`config.mk`:
```
export PLATFORM = sky130hd
export DESIGN_NAME = ktane_timer_periph
export DESIGN_NICKNAME = d
export VERILOG_FILES = /design/src/rtl/ktane_timer_pkg.sv /design/src/rtl/ktane_timer_periph_bcd_to_sevseg.sv /design/src/rtl/ktane_timer_periph.sv
export SDC_FILE = /design/constraint.sdc
export NUM_CORES = 1
export LEC_CHECK = 0
export ABC_AREA = 1
export CORE_MARGIN = 4
export CORE_UTILIZATION = 52
export DETAILED_ROUTE_END_ITERATION = 10
export PLACE_DENSITY_LB_ADDON = 0.05
export RECOVER_POWER = 25
export SLEW_MARGIN = 20
export SYNTH_ARGS = -nofsm -noshare
export SYNTH_HDL_FRONTEND = slang
export SYNTH_SLANG_ARGS = --single-unit
export TNS_END_PERCENT = 5
```
`constraint.sdc`:
```
create_clock -name clock -period 3.25 [get_ports clock]
set_input_delay 0.975 -clock clock [delete_from_list [all_inputs] [get_ports clock]]
set_output_delay 0.975 -clock clock [all_outputs]
set_load 0.01 [all_outputs]
```
`src/rtl/ktane_timer_pkg.sv`:
```
// Shared definitions for the bomb countdown timer peripheral:
// FSM state encodings, register offsets, CTRL bit positions,
// the active-low seven-segment table and small helper functions.
package ktane_timer_pkg;

  typedef enum logic [1:0] {
    ST_IDLE     = 2'd0,
    ST_RUNNING  = 2'd1,
    ST_EXPLODED = 2'd2,
    ST_DEFUSED  = 2'd3
  } state_e;

  // Word offsets from BASE_ADDR
  localparam int unsigned REG_CTRL   = 0;
  localparam int unsigned REG_TIME   = 1;
  localparam int unsigned REG_STATUS = 2;

  // CTRL bit indices (self-clearing command strobes)
  localparam int unsigned CTRL_START  = 0;
  localparam int unsigned CTRL_STOP   = 1;
  localparam int unsigned CTRL_STRIKE = 2;
  localparam int unsigned CTRL_DEFUSE = 3;
  localparam int unsigned CTRL_CLEAR  = 4;
  localparam int unsigned CTRL_W      = 5;

  localparam int unsigned SEG_W = 7;

  // Active-low {g,f,e,d,c,b,a}; entry [d] is the pattern for digit d
  localparam logic [9:0][SEG_W-1:0] SEVSEG_TABLE = {
    7'b0010000,  // 9
    7'b0000000,  // 8
    7'b1111000,  // 7
    7'b0000010,  // 6
    7'b0010010,  // 5
    7'b0011001,  // 4
    7'b0110000,  // 3
    7'b0100100,  // 2
    7'b1111001,  // 1
    7'b1000000   // 0
  };

  localparam logic [SEG_W-1:0] SEG_BLANK = 7'b1111111;

  // Thermometer code of the strike count
  function automatic logic [2:0] strike_therm(input logic [1:0] s);
    case (s)
      2'd0:    strike_therm = 3'b000;
      2'd1:    strike_therm = 3'b001;
      2'd2:    strike_therm = 3'b011;
      default: strike_therm = 3'b111;
    endcase
  endfunction

  // Saturate a written BCD digit to lim
  function automatic logic [3:0] clamp_digit(input logic [3:0] d, input logic [3:0] lim);
    clamp_digit = (d > lim) ? lim : d;
  endfunction

endpackage

```
`src/rtl/ktane_timer_periph_bcd_to_sevseg.sv`:
```
// BCD digit to active-low seven-segment decoder.
// Ports: digit (4-bit BCD in), seg (7-bit active-low {g,f,e,d,c,b,a} out).
// Non-decimal codes blank the digit.
module bcd_to_sevseg
  import ktane_timer_pkg::*;
(
  input  logic [3:0]       digit,
  output logic [SEG_W-1:0] seg
);

  always_comb begin
    seg = SEG_BLANK;
    case (digit)
      4'd0: seg = SEVSEG_TABLE[0];
      4'd1: seg = SEVSEG_TABLE[1];
      4'd2: seg = SEVSEG_TABLE[2];
      4'd3: seg = SEVSEG_TABLE[3];
      4'd4: seg = SEVSEG_TABLE[4];
      4'd5: seg = SEVSEG_TABLE[5];
      4'd6: seg = SEVSEG_TABLE[6];
      4'd7: seg = SEVSEG_TABLE[7];
      4'd8: seg = SEVSEG_TABLE[8];
      4'd9: seg = SEVSEG_TABLE[9];
      default: seg = SEG_BLANK;
    endcase
  end

endmodule

```
`src/rtl/ktane_timer_periph.sv`:
```
// Memory-mapped bomb countdown timer and strike counter.
// Registers (word offsets from BASE_ADDR): +0 CTRL (write-only strobes),
// +1 TIME (BCD M:SS, writable only in IDLE), +2 STATUS {state, strikes}.
// Ports: clock, reset (sync, active-low); CPU write side data/write_addr/we;
// CPU read side read_addr/re -> q (1-cycle registered latency);
// timer_sevseg1..3 (combinational from the time register, M / S10 / S1);
// strike_leds (thermometer); exploded (high in EXPLODED).
// Optional: define KTANE_TIMER_STRIKE_SPEEDUP_EN to shorten the countdown
// second by a quarter per strike.
module ktane_timer_periph
  import ktane_timer_pkg::*;
#(
  parameter int unsigned CLK_HZ      = 50000000,
  parameter logic [15:0] BASE_ADDR   = 16'hFF00,
  parameter logic [11:0] START_TIME  = 12'h500,
  parameter int unsigned MAX_STRIKES = 3
) (
  input  logic             clock,
  input  logic             reset,
  input  logic [15:0]      data,
  input  logic [15:0]      write_addr,
  input  logic             we,
  input  logic [15:0]      read_addr,
  input  logic             re,
  output logic [15:0]      q,
  output logic [SEG_W-1:0] timer_sevseg1,
  output logic [SEG_W-1:0] timer_sevseg2,
  output logic [SEG_W-1:0] timer_sevseg3,
  output logic [2:0]       strike_leds,
  output logic             exploded
);

  localparam int unsigned PW      = (CLK_HZ > 1) ? $clog2(CLK_HZ) : 1;
  localparam int unsigned TC_FULL = CLK_HZ - 1;
  localparam int unsigned QUARTER = CLK_HZ / 4;
  localparam logic [1:0]  MAX_S   = 2'(MAX_STRIKES);

  localparam logic [15:0] ADDR_CTRL   = BASE_ADDR + 16'(REG_CTRL);
  localparam logic [15:0] ADDR_TIME   = BASE_ADDR + 16'(REG_TIME);
  localparam logic [15:0] ADDR_STATUS = BASE_ADDR + 16'(REG_STATUS);

  state_e         state;
  logic [11:0]    time_bcd;
  logic [1:0]     strikes;
  logic [PW-1:0]  presc;

  logic [CTRL_W-1:0] ctrl;
  logic              time_wr;
  logic [11:0]       time_wr_val;
  logic [11:0]       time_dec;
  logic [31:0]       term_count;
  logic              tick;
  logic              time_zero;
  logic              run_timeout;
  logic [1:0]        strike_inc;
  logic              strike_max;
  logic [15:0]       rd_data;
  logic              unused_data_bits;

  // Only the low CTRL bits and the 12 BCD bits of a write carry meaning
  assign unused_data_bits = ^data[15:12];

  // Write decode; CTRL strobes exist only for the cycle they are written
  assign ctrl        = (we && write_addr == ADDR_CTRL) ? data[CTRL_W-1:0] : '0;
  assign time_wr     = we && (write_addr == ADDR_TIME);
  assign time_wr_val = {clamp_digit(data[11:8], 4'd9),
                        clamp_digit(data[7:4],  4'd5),
                        clamp_digit(data[3:0],  4'd9)};

  // Prescaler terminal count; >= lets a strike that lowers it mid-second tick at once
`ifdef KTANE_TIMER_STRIKE_SPEEDUP_EN
  assign term_count = 32'(TC_FULL) - 32'(QUARTER) * 32'(strikes);
`else
  assign term_count = 32'(TC_FULL);
`endif

  assign tick      = (state == ST_RUNNING) && (32'(presc) >= term_count);
  assign time_zero = (time_bcd == 12'h000);

  // BCD M:SS decrement with borrow S1 -> S10 -> M
  always_comb begin
    time_dec = time_bcd;
    if (time_bcd[3:0] != 4'd0) begin
      time_dec[3:0] = time_bcd[3:0] - 4'd1;
    end else begin
      time_dec[3:0] = 4'd9;
      if (time_bcd[7:4] != 4'd0) begin
        time_dec[7:4] = time_bcd[7:4] - 4'd1;
      end else begin
        time_dec[7:4]  = 4'd5;
        time_dec[11:8] = time_bcd[11:8] - 4'd1;
      end
    end
  end

  // Already at 0:00 (started from zero) or this tick reaches it
  assign run_timeout = time_zero || (tick && time_dec == 12'h000);

  assign strike_inc = (strikes >= MAX_S) ? strikes : strikes + 2'd1;
  assign strike_max = ctrl[CTRL_STRIKE] && (strike_inc == MAX_S);

  // Read mux; CTRL and unmapped addresses read as zero
  always_comb begin
    rd_data = '0;
    if (read_addr == ADDR_TIME) begin
      rd_data = {4'b0, time_bcd};
    end else if (read_addr == ADDR_STATUS) begin
      rd_data = {12'b0, state, strikes};
    end
  end

  // Controller FSM with datapath registers and registered outputs
  always_ff @(posedge clock) begin
    if (!reset) begin
      state       <= ST_IDLE;
      time_bcd    <= START_TIME;
      strikes     <= '0;
      presc       <= '0;
      q           <= '0;
      strike_leds <= '0;
      exploded    <= 1'b0;
    end else begin
      if (re) begin
        q <= rd_data;
      end

      if (ctrl[CTRL_CLEAR]) begin
        state       <= ST_IDLE;
        time_bcd    <= START_TIME;
        strikes     <= '0;
        presc       <= '0;
        strike_leds <= '0;
        exploded    <= 1'b0;
      end else begin
        case (state)
          ST_IDLE: begin
            if (time_wr) begin
              time_bcd <= time_wr_val;
            end
            if (ctrl[CTRL_STRIKE]) begin
              strikes     <= strike_inc;
              strike_leds <= strike_therm(strike_inc);
            end
            if (strike_max) begin
              state    <= ST_EXPLODED;
              exploded <= 1'b1;
            end else if (ctrl[CTRL_START]) begin
              state <= ST_RUNNING;
            end
          end

          ST_RUNNING: begin
            presc <= tick ? '0 : presc + PW'(1);
            if (tick && !time_zero) begin
              time_bcd <= time_dec;
            end
            if (ctrl[CTRL_STRIKE]) begin
              strikes     <= strike_inc;
              strike_leds <= strike_therm(strike_inc);
            end
            // Explosion outranks DEFUSE, which outranks STOP
            if (run_timeout || strike_max) begin
              state    <= ST_EXPLODED;
              exploded <= 1'b1;
            end else if (ctrl[CTRL_DEFUSE]) begin
              state <= ST_DEFUSED;
            end else if (ctrl[CTRL_STOP]) begin
              state <= ST_IDLE;
            end
          end

          default: begin
            // EXPLODED / DEFUSED are terminal until CLEAR
          end
        endcase
      end
    end
  end

  bcd_to_sevseg u_seg_min  (.digit(time_bcd[11:8]), .seg(timer_sevseg1));
  bcd_to_sevseg u_seg_s10  (.digit(time_bcd[7:4]),  .seg(timer_sevseg2));
  bcd_to_sevseg u_seg_s1   (.digit(time_bcd[3:0]),  .seg(timer_sevseg3));

endmodule

```
# After elaboration in Yosys (flattened, before gate mapping)
# Memory sizes are Yosys's and may differ from the RTL's. A register that Yosys moved wholly into a read port is not among the register bits.
# Index checks and enable logic that the tools add are counted.
[classes]
addsub = 5
order_cmp = 5
n_eq_ne = 14
n_mux = 31
n_bitwise = 1
n_reduce_logical = 22
[ops]
columns = ["operator", "count"]
rows = [
  ["equality test 16 bit, second input constant", 4],
  ["2-to-1 mux 4 bit", 13],
  ["2-to-1 mux 12 bit", 3],
  ["adder 26 x 1 -> 26 bit, second input constant", 1],
  ["greater-or-equal comparator 26 bit, second input constant", 1],
  ["2-to-1 mux 26 bit", 1],
  ["logical NOT 12 bit", 2],
  ["case mux 12 bit (2 select lines)", 1],
  ["2-to-1 mux 2 bit", 6],
  ["subtractor 4 x 1 -> 4 bit, second input constant", 3],
  ["case mux 3 bit (3 select lines)", 1],
  ["AND reduction 3 bit", 3],
  ["greater-than comparator 4 bit, second input constant", 2],
  ["2-to-1 mux 8 bit", 1],
  ["nonzero test 4 bit", 2],
  ["logical AND 1 bit", 6],
  ["2-to-1 mux 5 bit", 1],
  ["equality test 2 x 1 -> 1 bit, second input constant", 2],
  ["equality test 2 bit, second input constant", 2],
  ["greater-than comparator 4 x 3 -> 1 bit, second input constant", 1],
  ["logical NOT 2 bit", 2],
  ["inequality test 2 x 1 -> 1 bit, second input constant", 2],
  ["inequality test 2 bit, second input constant", 2],
  ["inequality test 4 x 3 -> 1 bit, second input constant", 1],
  ["other kinds (12)", 15],
]
[totals]
ff_bits = 62
romBits = 336
in_bits = 52
elab_cells = 88
mem_count = 3
[memory_table]
columns = ["name", "words", "width", "rd", "rd_clocked_by_memory_dff", "wr", "line_no", "rtl"]
rows = [
  ["(no name shown)", 16, 7, 1, 1, 0, "ktane_timer_periph_bcd_to_sevseg.sv:13", "case (digit)"],
  ["(no name shown)", 16, 7, 1, 1, 0, "ktane_timer_periph_bcd_to_sevseg.sv:13", ""],
  ["(no name shown)", 16, 7, 1, 1, 0, "ktane_timer_periph_bcd_to_sevseg.sv:13", ""],
]

# Depth between registers and ports, before layout
[logic_depth]
word_depth = 9
mapped_depth = 19

# Cells and area by module
# From an unflattened synthesis, not the netlist that was laid out.
[unflattened]
hier_cells = 580
hier_area_um2 = 3844.9
[by_module_without_submodules]
columns = ["mod", "instances", "cells_per_inst", "area_each_um2", "seq_area_each_um2"]
rows = [
  ["ktane_timer_periph", 1, 475, 3281.9, 1161.1],
  ["bcd_to_sevseg", 3, 35, 187.7, 0.0],
]

# Least setup slack after synthesis
# No wires, ideal clock.
[synth_path]
path_type = "in2reg"
start = "input port write_addr[2]"
end = "register u_seg_s10.seg[3] (netlist name)"
setup_time_ns = 0.121
arrival_ns = 2.699
t_required_ns = 3.129
setup_slack_ns = 0.431
stages = 15
path_buffers = 1
path_cell_list = "nor2_1 -> nand3_1 -> nor2_2 -> nand2_1 -> o21ai_4 -> inv_2 -> buf_4 -> o21ai_1 -> nor2_2 -> inv_1 -> ha_1 -> nand3_1 -> nand2_1 -> nand2_1 -> nand2_1"
[synth_via]
elab_chain_len = 6
[synth_lines]
columns = ["item", "line_no", "rtl"]
rows = [
  ["start, declared", "ktane_timer_periph.sv:21", "input logic [15:0] write_addr,"],
  ["equality test 16 bit", "ktane_timer_periph.sv:65", "assign time_wr = we && (write_addr == ADDR_TIME);"],
  ["logical AND 1 bit", "ktane_timer_periph.sv:65", ""],
  ["inequality test 2 bit (no line)", "n/a", ""],
  ["AND reduction 3 bit (no line)", "n/a", ""],
  ["2-to-1 mux 4 bit (no line)", "n/a", ""],
  ["2-to-1 mux 4 bit (no line) (*)", "n/a", ""],
]
# Mark *: on every way between the ends. The rest lies on a longest branch, timed or not.
# A chain may end at the register's enable or synchronous reset.

# Worst setup path in the final report
[layout_path]
start = "input port write_addr[10]"
end = "register u_seg_s1.seg[0] (netlist name)"
[layout_via]
elab_chain_len = 6
[layout_lines]
columns = ["item", "line_no"]
rows = [
  ["equality test 16 bit", "ktane_timer_periph.sv:65"],
  ["logical AND 1 bit", "ktane_timer_periph.sv:65"],
  ["inequality test 2 bit (no line)", "n/a"],
  ["AND reduction 3 bit (no line)", "n/a"],
  ["2-to-1 mux 4 bit (no line)", "n/a"],
  ["2-to-1 mux 4 bit (no line) (*)", "n/a"],
]
# Marks and branches as above.

==> impl_metrics.tcl <==
set metrics [dict create \
    crit_path_max_incr_delay_ns 0.45 \
    place.gp.congestion 0.899 \
    finalCriticalPeriod_ns 2.90 \
    yosys.area_share.adder 0.0453 \
    cts_resized 0 \
    die_x_um 100 \
    wl_met3_um 776 \
    drt_wl_total_mm 11.0 \
    area.growth.synth_to_final_pct 28.6 \
    tightestPinTransition_ns 0.685 \
    antenna_left 0 \
    wire_per_inst_um 12.8 \
    crit_slowest_cell "clkdlybuf4s50_1" \
    synth_mux_area_frac 0 \
    utilization 0.688 \
    fillers 732 \
    grt_util_all_layers 0.222 \
    num_rows 33 \
    yosys_warnings 0 \
    crit_chain "clkdlybuf4s50_1 > nand2_1 > nor2_1 > nand2_1 > nor2_2 > nand4_1 > nand2_4 > inv_4 > nand2_1 > nand2_1 > nor2_2 > inv_1 > ha_1 > inv_1 > nand4_1 > nand3_1 > nand2_1" \
    numPortBuffers 84 \
    cts_buffer_depth 2 \
    vdd_drop_max_mv 0.195 \
    vias_per_cell 5.13 \
    ys_types 47 \
    drv_cap 0 \
    antenna_found_initial 0 \
    crit_fanout 10 \
    initial_core_util 0.535 \
    path_depth 17 \
    synth_seq_cells 79 \
    place_area_um2 5500 \
    grt_max_degree 26 \
    final_hold_viol_count 0 \
    worstSetupEndpointType "flip-flop" \
    power.density_nw_per_um2 326 \
    path_delay_family "simple AND/OR/NAND/NOR gates" \
    slew_viol_final 0 \
    nNetsFinal 817 \
    worstSetupStartpointType "primary input" \
    drc 0 \
    fin_skew_ns 0.00935 \
    synth_top_family_by_area "simple AND/OR/NAND/NOR gates" \
    insertion_delay_ns 0.36 \
    synthSimpleGateAreaFrac 0.357 \
    hold_buffers 0 \
    grt_overflow 0 \
    syn_area_um2 4420 \
    setup_tns_ns 0 \
    dieArea_um2 10000 \
    crit_buf_inv 4 \
    highest_layer "met4" \
    synth_compound_area_frac 0.119 \
    drive_above_1_share 0.0956 \
    hold_depth 1 \
    setup_violations 0 \
    hp-class "flip-flop to flip-flop" \
    max-slew-margin-rel 0.542 \
    htreeDepth 3 \
    design.core.area_um2 8260 \
    rsz0062_at_grt "false" \
    critical_path_required_ns 3.50 \
    path_clk_slew_ns 0.07 \
    worstSetupPathType "primary input to flip-flop" \
    initialDrtViolationCount 233 \
    status "complete, no violations" \
    cts_setup_buffers 0 \
    antennaDiodeCount 0 \
    fmax_ghz 0.345 \
    cts_made_buffers 9 \
    cpMostUsedCell "nand2_1" \
    finalCritPeriodShare 0.892 \
    vias 4399 \
    chipHeight_um 100 \
    synth_area_per_cell_um2 6.88 \
    syn_inst 642 \
    wl_met2_mm 5.08 \
    cts_sinks 79 \
    arrival_ns 3.14 \
    cts_tree "yes" \
    grt_pass1_vias 4044 \
    postLayoutCellArea_um2 5680 \
    cts_root_buffer "clkbuf_8" \
    pin_count 93 \
    leakagePower_nw 2.54 \
    met1Wirelength_mm 5.00 \
    grt_pass1_wl_mm 18.1 \
    dp_hpwl_mm 8.64 \
    ys_seq_area_frac 0.358 \
    synthXorXnorAreaFrac 0.0238 \
    drt_pre_antenna_iters 4 \
    reg2reg_depth 14 \
]
cell usage after synthesis, drive strengths merged:
cell type  instances  area, um^2
a211oi             2        15.0
a21oi             29         145
a22oi              3        22.5
a311oi             1        8.76
a31o               1        8.76
a31oi              4        25.0
buf               11        72.6
clkbuf             3        11.3
clkinv             1        3.75
conb               1        3.75
dfxtp             79        1580
ha                16         200
inv               89         337
nand2            152         603
nand3             43         253
nand3b             2        15.0
nand4             19         134
nor2             100         419
nor3              17        96.4
nor3b              2        15.0
nor4               5        31.3
o211ai             2        15.0
o21a               2        15.0
o21ai             37         215
o221ai             4        35.0
o22ai              3        18.8
or2                1        6.26
or3                1        6.26
xnor2              3        26.3
xor2               9        78.8
power breakdown:
part	internal [mW]	switching [mW]	total, mW
clock network	0.349	0.358	0.707
registers	0.977	0.00594	0.983
logic	0.0859	0.0783	0.164
state kept, by name, indices dropped and copies added, names as in the netlist, 3 cells and up:
register	count
presc	26
q	12
strike_leds	3
time_bcd	12
u_seg_min.seg	7
u_seg_s1.seg	7
u_seg_s10.seg	7
path summary, 6_finish.rpt:
kind,start,to,slack [ns]
max,write_addr[10],u_seg_s1.seg[0]$_DFF_P_,0.35
max reg2reg,state[1]$_SDFFE_PP0P_,u_seg_s10.seg[3]$_DFF_P_,0.61
min reg2reg,strike_leds[0]$_SDFFE_PP0P_,strike_leds[0]$_SDFFE_PP0P_,0.47
min,strike_leds[0]$_SDFFE_PP0P_,strike_leds[0]$_SDFFE_PP0P_,0.47
metrics by stage:
step	total power, mW	instances	setup WS, ns	hold slack (ns)
final	1.85	858	0.352	0.472
after detailed placement	1.17	843	-0.0426	0.459
after global placement	1.17	843	0.0176	0.462
after global routing	1.92	858	0.113	0.511
after CTS	1.87	858	0.327	0.477
after floorplan	1.08	645	0.431	0.453
placed cells by master, fill, tap and decap left out, types with 3 or more instances in the layout:
master           instances
a21oi_1                 29
a22oi_1                  3
a31oi_1                  4
buf_4                   22
clkbuf_8                 9
clkdlybuf4s50_1         58
conb_1                   4
dfxtp_1                 79
dlygate4sd3_1           26
ha_1                    16
inv_1                   83
inv_2                    5
nand2_1                145
nand2_2                  4
nand2_4                  3
nand3_1                 37
nand3_2                  5
nand4_1                 18
nor2_1                  92
nor2_2                   5
nor3_1                  16
nor4_1                   5
o21ai_0                 27
o21ai_1                  4
o21ai_2                  5
o221ai_1                 4
o22ai_1                  3
xnor2_1                  3
xor2_1                   9
metal layers:
metal | up-vias | GRT usage
li1 | 2292 | -
met4 | 0 | 0.0591
met5 | - | 0
met1 | 1979 | 0.288
met2 | 118 | 0.363
met3 | 10 | 0.0598
worst reg2reg max path, stage by stage, from the launching register on:
cell	delay [ns]
dfxtp_1	0.41
inv_2	0.09
nand2_2	0.31
inv_2	0.26
nand3_4	0.19
nand2_4	0.12
buf_4	0.18
nand2_1	0.08
nand2_1	0.07
a21oi_1	0.28
ha_1	0.31
nand3_1	0.09
nand2_1	0.05
nand2_1	0.05
nand2_1	0.05
area by class of cell:
cell class | instances | area, um^2 | share of cell area
clock buffers | 11 | 131 | 0.0231
clock inverters | 4 | 47.5 | 0.00837
well taps | 105 | 131 | 0.0231
inverters | 90 | 340 | 0.0599
flip-flops and latches | 79 | 1580 | 0.278
repair buffers | 107 | 1030 | 0.181
multi-input cells | 462 | 2420 | 0.427
logic make-up (layout without fill, tap and decap cells):
family	after synthesis	in the layout
buffers and inverters	104	212
DFF	79	79
other	1	4
and+or+nand+nor	342	342
adders and majority gates	16	16
xor gates and xnor gates	12	12
AOI/OAI and AO/OA	88	88
(Power assumes the default switching activity.)
